===== config.mk =====
export PLATFORM = sky130hd
export DESIGN_NAME = mem_stage
export DESIGN_NICKNAME = d
export VERILOG_FILES = /design/src/rtl/mem_stage_pkg.sv /design/src/rtl/mem_align.sv /design/src/rtl/mem_stage.sv
export SDC_FILE = /design/constraint.sdc
export NUM_CORES = 1
export LEC_CHECK = 0
export BUFFER_PORTS_ARGS = -buffer_cell sky130_fd_sc_hd__buf_2
export CAP_MARGIN = 40
export CORE_ASPECT_RATIO = 0.7
export CORE_MARGIN = 2
export CORE_UTILIZATION = 46
export CTS_CLUSTER_SIZE = 30
export DETAILED_ROUTE_END_ITERATION = 8
export GPL_ROUTABILITY_DRIVEN = 0
export PLACE_DENSITY_LB_ADDON = 0.08
export SETUP_SLACK_MARGIN = 0.1
export SLEW_MARGIN = 20
export SYNTH_ARGS = -nofsm -noshare
export SYNTH_HDL_FRONTEND = slang
export SYNTH_SLANG_ARGS = --single-unit

===== constraint.sdc =====
create_clock -name clk -period 2.2 [get_ports clk]
set_input_delay 0.22 -clock clk [delete_from_list [all_inputs] [get_ports clk]]
set_output_delay 0.22 -clock clk [all_outputs]
set_load 0.1 [all_outputs]

===== src/rtl/mem_stage_pkg.sv =====
// Shared definitions for the memory-access stage: op encoding, FSM states,
// exception bit positions and op classification helpers.
package mem_stage_pkg;

    localparam logic [3:0] OP_NONE = 4'd0;
    localparam logic [3:0] OP_LB   = 4'd1;
    localparam logic [3:0] OP_LBU  = 4'd2;
    localparam logic [3:0] OP_LH   = 4'd3;
    localparam logic [3:0] OP_LHU  = 4'd4;
    localparam logic [3:0] OP_LW   = 4'd5;
    localparam logic [3:0] OP_SB   = 4'd6;
    localparam logic [3:0] OP_SH   = 4'd7;
    localparam logic [3:0] OP_SW   = 4'd8;

    // Bit positions inside addr_exc = {load_misaligned, store_misaligned}
    localparam int EXC_LOAD  = 1;
    localparam int EXC_STORE = 0;

    typedef enum logic [2:0] {
        S_IDLE  = 3'd0,
        S_REQ   = 3'd1,
        S_WAIT  = 3'd2,
        S_DONE  = 3'd3,
        S_DRAIN = 3'd4
    } state_t;

    function automatic logic op_is_load(input logic [3:0] op);
        return (op >= OP_LB) && (op <= OP_LW);
    endfunction

    function automatic logic op_is_store(input logic [3:0] op);
        return (op >= OP_SB) && (op <= OP_SW);
    endfunction

endpackage


===== src/rtl/mem_align.sv =====
// Byte-lane logic: load extract/extend, store strobe/replication and
// misalignment detection. Purely combinational.
module mem_align
    import mem_stage_pkg::*;
#(
    parameter int DATA_W = 32
) (
    input  logic [3:0]        mem_op,
    input  logic [1:0]        lane,
    input  logic [DATA_W-1:0] store_data,
    input  logic [DATA_W-1:0] rdata,
    output logic              is_load,
    output logic              is_store,
    output logic              misaligned,
    output logic [3:0]        wstrb,
    output logic [DATA_W-1:0] wdata,
    output logic [DATA_W-1:0] load_data
);

    logic signed [7:0]  byte_s;
    logic signed [15:0] half_s;

    assign is_load  = op_is_load(mem_op);
    assign is_store = op_is_store(mem_op);

    // Lane selection and sign/zero extension of returned load data
    always_comb begin
        byte_s    = rdata[{lane, 3'b000} +: 8];
        half_s    = rdata[{lane[1], 4'b0000} +: 16];
        load_data = rdata;
        case (mem_op)
            OP_LB:   load_data = DATA_W'(byte_s);
            OP_LBU:  load_data = DATA_W'($unsigned(byte_s));
            OP_LH:   load_data = DATA_W'(half_s);
            OP_LHU:  load_data = DATA_W'($unsigned(half_s));
            default: load_data = rdata;
        endcase
    end

    // Store byte enables, lane-replicated write data and alignment check
    always_comb begin
        wstrb      = 4'b0000;
        wdata      = store_data;
        misaligned = 1'b0;
        case (mem_op)
            OP_SB: begin
                wstrb = 4'b0001 << lane;
                wdata = {4{store_data[7:0]}};
            end
            OP_SH: begin
                wstrb      = lane[1] ? 4'b1100 : 4'b0011;
                wdata      = {2{store_data[15:0]}};
                misaligned = lane[0];
            end
            OP_SW: begin
                wstrb      = 4'b1111;
                misaligned = |lane;
            end
            OP_LH, OP_LHU: misaligned = lane[0];
            OP_LW:         misaligned = |lane;
            default: ;
        endcase
    end

endmodule


===== src/rtl/mem_stage.sv =====
// Memory-access stage: issues one data-memory request per aligned load/store,
// traps misaligned accesses without touching memory, passes other ops through.
module mem_stage
    import mem_stage_pkg::*;
#(
    parameter int ADDR_W = 32,
    parameter int DATA_W = 32
) (
    input  logic              clk,
    input  logic              reset,
    input  logic              MEM_valid,
    input  logic [3:0]        mem_op,
    input  logic [ADDR_W-1:0] mem_addr,
    input  logic [DATA_W-1:0] store_data,
    input  logic [DATA_W-1:0] exe_result,
    input  logic              mem_cancel,
    input  logic              next_allow_in,
    output logic              dm_req,
    output logic              dm_wr,
    output logic [ADDR_W-1:0] dm_addr,
    output logic [3:0]        dm_wstrb,
    output logic [DATA_W-1:0] dm_wdata,
    input  logic              dm_ack,
    input  logic              dm_rvalid,
    input  logic [DATA_W-1:0] dm_rdata,
    output logic [DATA_W-1:0] mem_result,
    output logic [1:0]        addr_exc,
    output logic              MEM_over
);

    state_t            state_p1;
    logic [DATA_W-1:0] result_p1;
    logic              over_p1;

    logic              is_load, is_store, misaligned;
    logic [3:0]        wstrb;
    logic [DATA_W-1:0] wdata, load_data;
    logic              idle, pass_op, bad_op, mem_op_ok, req_phase;

    mem_align #(.DATA_W(DATA_W)) u_align (
        .mem_op     (mem_op),
        .lane       (mem_addr[1:0]),
        .store_data (store_data),
        .rdata      (dm_rdata),
        .is_load    (is_load),
        .is_store   (is_store),
        .misaligned (misaligned),
        .wstrb      (wstrb),
        .wdata      (wdata),
        .load_data  (load_data)
    );

    assign idle      = (state_p1 == S_IDLE);
    assign pass_op   = MEM_valid & ~(is_load | is_store);
    assign bad_op    = MEM_valid & (is_load | is_store) & misaligned;
    assign mem_op_ok = MEM_valid & (is_load | is_store) & ~misaligned;

    // Request is Mealy: raised from IDLE on the same cycle, held through REQ,
    // and always dropped while a flush is in flight.
    assign req_phase = (idle & mem_op_ok) | (state_p1 == S_REQ);
    assign dm_req    = req_phase & ~mem_cancel;
    assign dm_wr     = dm_req & is_store;
    assign dm_addr   = dm_req ? {mem_addr[ADDR_W-1:2], 2'b00} : '0;
    assign dm_wstrb  = (dm_req & is_store) ? wstrb : 4'b0000;
    assign dm_wdata  = (dm_req & is_store) ? wdata : '0;

    // Pass-through and misaligned ops complete in zero cycles from IDLE
    assign MEM_over   = over_p1 | (idle & (pass_op | bad_op));
    assign mem_result = (idle & pass_op) ? exe_result :
                        (idle & bad_op)  ? DATA_W'(mem_addr) : result_p1;

    // Misalignment flags, reported only while the faulting op is presented
    always_comb begin
        addr_exc = 2'b00;
        if (idle && bad_op) begin
            addr_exc[EXC_LOAD]  = is_load;
            addr_exc[EXC_STORE] = is_store;
        end
    end

    // Transaction FSM with registered result and completion flag
    always_ff @(posedge clk or posedge reset) begin
        if (reset) begin
            state_p1  <= S_IDLE;
            result_p1 <= '0;
            over_p1   <= 1'b0;
        end else begin
            case (state_p1)
                S_IDLE, S_REQ: begin
                    if (mem_cancel) begin
                        state_p1 <= (state_p1 == S_REQ && dm_ack && is_load) ? S_DRAIN : S_IDLE;
                    end else if (req_phase) begin
                        if (dm_ack) begin
                            if (is_store) begin
                                state_p1  <= S_DONE;
                                result_p1 <= exe_result;
                                over_p1   <= 1'b1;
                            end else begin
                                state_p1 <= S_WAIT;
                            end
                        end else begin
                            state_p1 <= S_REQ;
                        end
                    end
                end
                S_WAIT: begin
                    if (dm_rvalid) begin
                        if (mem_cancel) begin
                            state_p1 <= S_IDLE;
                        end else begin
                            state_p1  <= S_DONE;
                            result_p1 <= load_data;
                            over_p1   <= 1'b1;
                        end
                    end else if (mem_cancel) begin
                        state_p1 <= S_DRAIN;
                    end
                end
                S_DONE: begin
                    if (mem_cancel || next_allow_in) begin
                        state_p1 <= S_IDLE;
                        over_p1  <= 1'b0;
                    end
                end
                S_DRAIN: begin
                    if (dm_rvalid) state_p1 <= S_IDLE;
                end
                default: begin
                    state_p1 <= S_IDLE;
                    over_p1  <= 1'b0;
                end
            endcase
        end
    end

endmodule


==> impl_metrics.ini, run 1 <==
[status]
status = stopped before the end
outcome.stop_stage = clock tree synthesis
tool.error = [ERROR DPL-0038] Utilization greater than 100%, impossible to legalize

[place]
place_area_sq_um = 8390
hpwl_um = 17500
numPortBuffers = 241

[clock_network]
postCtsSetupBuffers = 21
post_cts_resized = 94
postCtsHoldBufs = 0
clock_path_buffers = 2
numCtsBuffers = 5
htreeDepth = 2
cts.sinks = 36
clockRootBuffer = clkbuf_16

[floorplanning]
die-width_um = 120
die_h_um = 85.4
pin_count = 244
num_rows = 29
start_util = 0.476

[logic_synthesis]
synth.distinct_cells = 64
synth_area_sq_um = 4350
synthArstFlopShare = 1.00
synthCells = 606
yosys_warnings = 0
synth_ff_type = dfrtp_1
yosys_register_bits = 36
yosysTopAreaCell = dfrtp_1
syn_area_per_cell_sq_um = 7.19
yosysTopAreaCellShare = 0.207
synth_edf_count = 0
ys_seq_area_frac = 0.207
synthTopCellsByArea = dfrtp_1, a21oi_1, nor2_1
-- synth_stat cells (3+ instances only) --
| library cell | n |
|---|---|
| mux4_2 | 3 |
| o21ai_0 | 29 |
| o22ai_1 | 31 |
| or2_2 | 5 |
| mux2_4 | 20 |
| mux2i_1 | 14 |
| a221oi_1 | 3 |
| or3_1 | 3 |
| a32o_1 | 6 |
| nand2b_1 | 16 |
| nor2_1 | 94 |
| nand3_1 | 4 |
| nor3_1 | 15 |
| and2_1 | 43 |
| inv_1 | 5 |
| a221o_1 | 5 |
| mux2_2 | 8 |
| clkbuf_1 | 32 |
| nand2_1 | 58 |
| o31a_1 | 8 |
| a211oi_1 | 17 |
| dfrtp_1 | 36 |
| a21oi_1 | 74 |
| buf_2 | 16 |
| or3b_2 | 3 |
| nand3b_1 | 4 |
-- cells by family after synthesis --
| family | after synthesis | synth area share |
|---|---|---|
| xor gates and xnor gates | 2 | 0.00402 |
| muxes | 45 | 0.137 |
| AOI/OAI and AO/OA | 200 | 0.291 |
| DFF | 36 | 0.207 |
| and+or+nand+nor | 260 | 0.289 |
| other | 1 | 0.000861 |
| buffers and inverters | 62 | 0.0710 |
-- metrics by stage --
step	instances	utilization	setup slack, ns
2_1_floorplan	607	-	-0.370
3_3_place_gp	971	0.917	0.00791
3_5_place_dp	971	0.917	-0.199
==> run 2: changes to the inputs <==
CORE_ASPECT_RATIO = default   (was 0.7)
CORE_UTILIZATION = 40   (was 46)
CTS_CLUSTER_SIZE = default   (was 30)
PLACE_DENSITY_LB_ADDON = 0.15   (was 0.08)
SETUP_SLACK_MARGIN = default   (was 0.1)
==> run 2 against run 1 <==
Effect of this change:
- the flow now finishes, with violations (negative setup slack)
- synthesized cell count did not move
- synthesized area did not move
==> impl_metrics.ini, run 2 <==
[finish]
num_antenna_cells = 0
final_area_sq_um = 9050
regMostFlops = result_p1
drive_gt1_frac = 0.581
nFillCells = 557
layout.cells.non_filler = 1023
layout_commonest_cell = buf_2
mostFrequentLayoutCells = buf_2, buf_12, nor2_1, nand2_1, buf_4
largest_registers = result_p1: 32 flops, state_p1: 3 flops, over_p1: 1 flops
multi_input_area_sq_um = 4170
largest_register_ffs = 32
area_growth_pct = 108
regArea_sq_um = 903
finish.net_count = 1021

[clock_network]
clockRootBuffer = clkbuf_8
htreeDepth = 2
cts_tree = yes
clock_path_buffers = 2
cts.sinks = 36
numCtsBuffers = 5
clkLatencyLatePin_ns = 0.31
postCtsHoldBufs = 0
clk_pin_slew_ns = 0.08

[logic_synthesis]
yosys_register_bits = 36
yosys-top-cells-count = nor2_1, a21oi_1, nand2_1, and2_1, dfrtp_1
synth.distinct_cells = 64
synthTopCellsByArea = dfrtp_1, a21oi_1, nor2_1
yosysTopAreaCellShare = 0.207
ys_seq_area_frac = 0.207
yosys_warnings = 0
synth_edf_count = 0
yosysMostFrequentCell = nor2_1
synthCells = 606
synth_area_sq_um = 4350
yosysTopAreaCell = dfrtp_1
syn_area_per_cell_sq_um = 7.19
synthArstFlopShare = 1.00
synth_ff_type = dfrtp_1

[power_and_ir_drop]
swShare = 0.571
p_clk_frac = 0.049
switchingPower_mw = 6.24
cellLeakagePower_nw = 3.78
power_frac_seq = 0.115
power.density_nw_per_um2 = 1210
combPwrFrac = 0.836
ir_worst_vdd_mv = 1.34
internal_power_mw = 4.68

[worst_setup_path]
cp-end-kind = output port
crit_buf_inv = 4
worstPathArrival_ns = 2.15
cp_slowest_cell = dfrtp_2
startpoint_type = register
cp_cell_sequence = nor3_4 -> buf_6 -> nand2_4 -> nor3_4 -> buf_12 -> clkbuf_16 -> o22a_1 -> buf_12
path_delay_family = buffers and inverters
cp.required_ns = 1.98
cp_max_fo = 7
max_stage_delay_ns = 0.46
crit_type = reg2out

[sta]
setup_slack_ns = -0.168
timing.final.crit_share = 1.08
finalSetupViolCount = 83
layout_min_cycle_time_ns = 2.37
skew_ns = 0.00423
slew_headroom = 0.313
fmax_ghz = 0.422
rsz0062_at_grt = yes
hold_violations = 0
tightest_slew_ns = 1.02
finalHoldWorstSlack_ns = 0.0312
slew_violations = 0

[worst_hold_path]
worstHoldPathType = in2async

[place]
dp_cells = 987
hpwl_um = 15600
place_area_sq_um = 8350
numPortBuffers = 241

[global_route]
grt_pass1_wl_um = 33100
antenna_found_initial = 0
grt_use_met3 = 0.0820
grt.busiest_layer = met2
grt_max_degree = 39
grt_use_met2 = 0.640
grt_use_met1 = 0.407
grt_pass1_vias = 6480
grt_usage = 0.362
grt.overflow.total = 0

[routing]
wl_per_cell_um = 23.4
drtIter0Drc = 596
vias_per_cell = 6.36
routed_wl_um = 23900
ant_nets = 0
first_pass_iters = 8
vias = 6503
drcViolationCount = 0

[run]
maxCapViolCount = 0

[floorplanning]
num_rows = 38
die_area_sq_um = 11700
die_h_um = 108
coreArea_sq_um = 10700
die-width_um = 108
pin_count = 244
start_util = 0.405

[status]
status = finished with violations
violations = negative setup slack
run 2: cell counts after synthesis:
No cell type changed its count.
run 2: path summary, 6_finish.rpt:
kind | from | to | slack (ns) | cells past startpoint
max in group asynchronous | reset | state_p1[2]$_DFFE_PP0P_ | 1.80 | 3
worst min register to register | result_p1[1]$_DFFE_PP0P_ | result_p1[1]$_DFFE_PP0P_ | 0.50 | 1
worst max register to register | state_p1[2]$_DFFE_PP0P_ | result_p1[14]$_DFFE_PP0P_ | -0.03 | 8
worst min-delay path | reset | result_p1[19]$_DFFE_PP0P_ | 0.03 | 3
min in group clk | exe_result[11] | result_p1[11]$_DFFE_PP0P_ | 0.27 | 4
worst max-delay path | state_p1[2]$_DFFE_PP0P_ | mem_result[0] | -0.17 | 8
run 2: through the flow:
stage | total power [mW] | setup slack [ns] | util | setup TNS [ns]
floorplan | 6.66 | -0.370 | - | -10.21
global placement | 9.34 | -0.0624 | 0.777 | -0.466
detailed placement | 9.48 | -0.144 | 0.777 | -4.52
CTS | 10.3 | -0.0436 | 0.813 | -0.826
global route | 11.2 | -0.189 | 0.842 | -10.96
finish | 10.9 | -0.168 | 0.842 | -7.23
run 2: cell type report:
type	instances	share of cell area
inverters	6	0.00290
repair buffers	323	0.406
multi-input cells	509	0.461
clock buffers	7	0.00954
clock inverters	1	0.000830
well taps	140	0.0194
flip-flops and latches	36	0.0998
repair inverters	1	0.000830
run 2: repair_timing:
action,4_1_cts,5_1_grt
gates cloned,5,6
endpoints found under the setup margin,100,130
pin swaps,19,23
setup buffers,11,9
gates resized for setup,32,47
run 2: logic make-up (layout without fill, tap and decap cells):
group / after synthesis / in the layout / share of synthesized area
other cells: 1 / 2 / 0.000861
mux: 45 / 45 / 0.137
xor+xnor: 2 / 2 / 0.00402
flops: 36 / 36 / 0.207
compound gates: 200 / 200 / 0.291
buf+inv: 62 / 338 / 0.0710
simple gates: 260 / 260 / 0.289
run 2: power groups by stage:
stage,registers (mW),clock network [mW],logic [mW]
after floorplan,1.10,0,5.57
after global placement,1.14,0,8.20
after detailed placement,1.16,0,8.32
after CTS,1.14,0.539,8.61
after global routing,1.27,0.566,9.37
final,1.25,0.538,9.13
run 2: metal layers:
metal  routed length (um)  vias to the layer above  part of all wire
li1                     -                     2722                 -
met1                 8030                     3060              0.34
met2                11500                      564              0.48
met3                 2670                      157              0.11
met4                 1690                        0             0.071
met5                    0                        -                 0
run 2: worst min-delay path, stage by stage:
cell	delay, ns
buf_2	0.09
inv_1	0.04
buf_4	0.42
(Power assumes the default switching activity.)
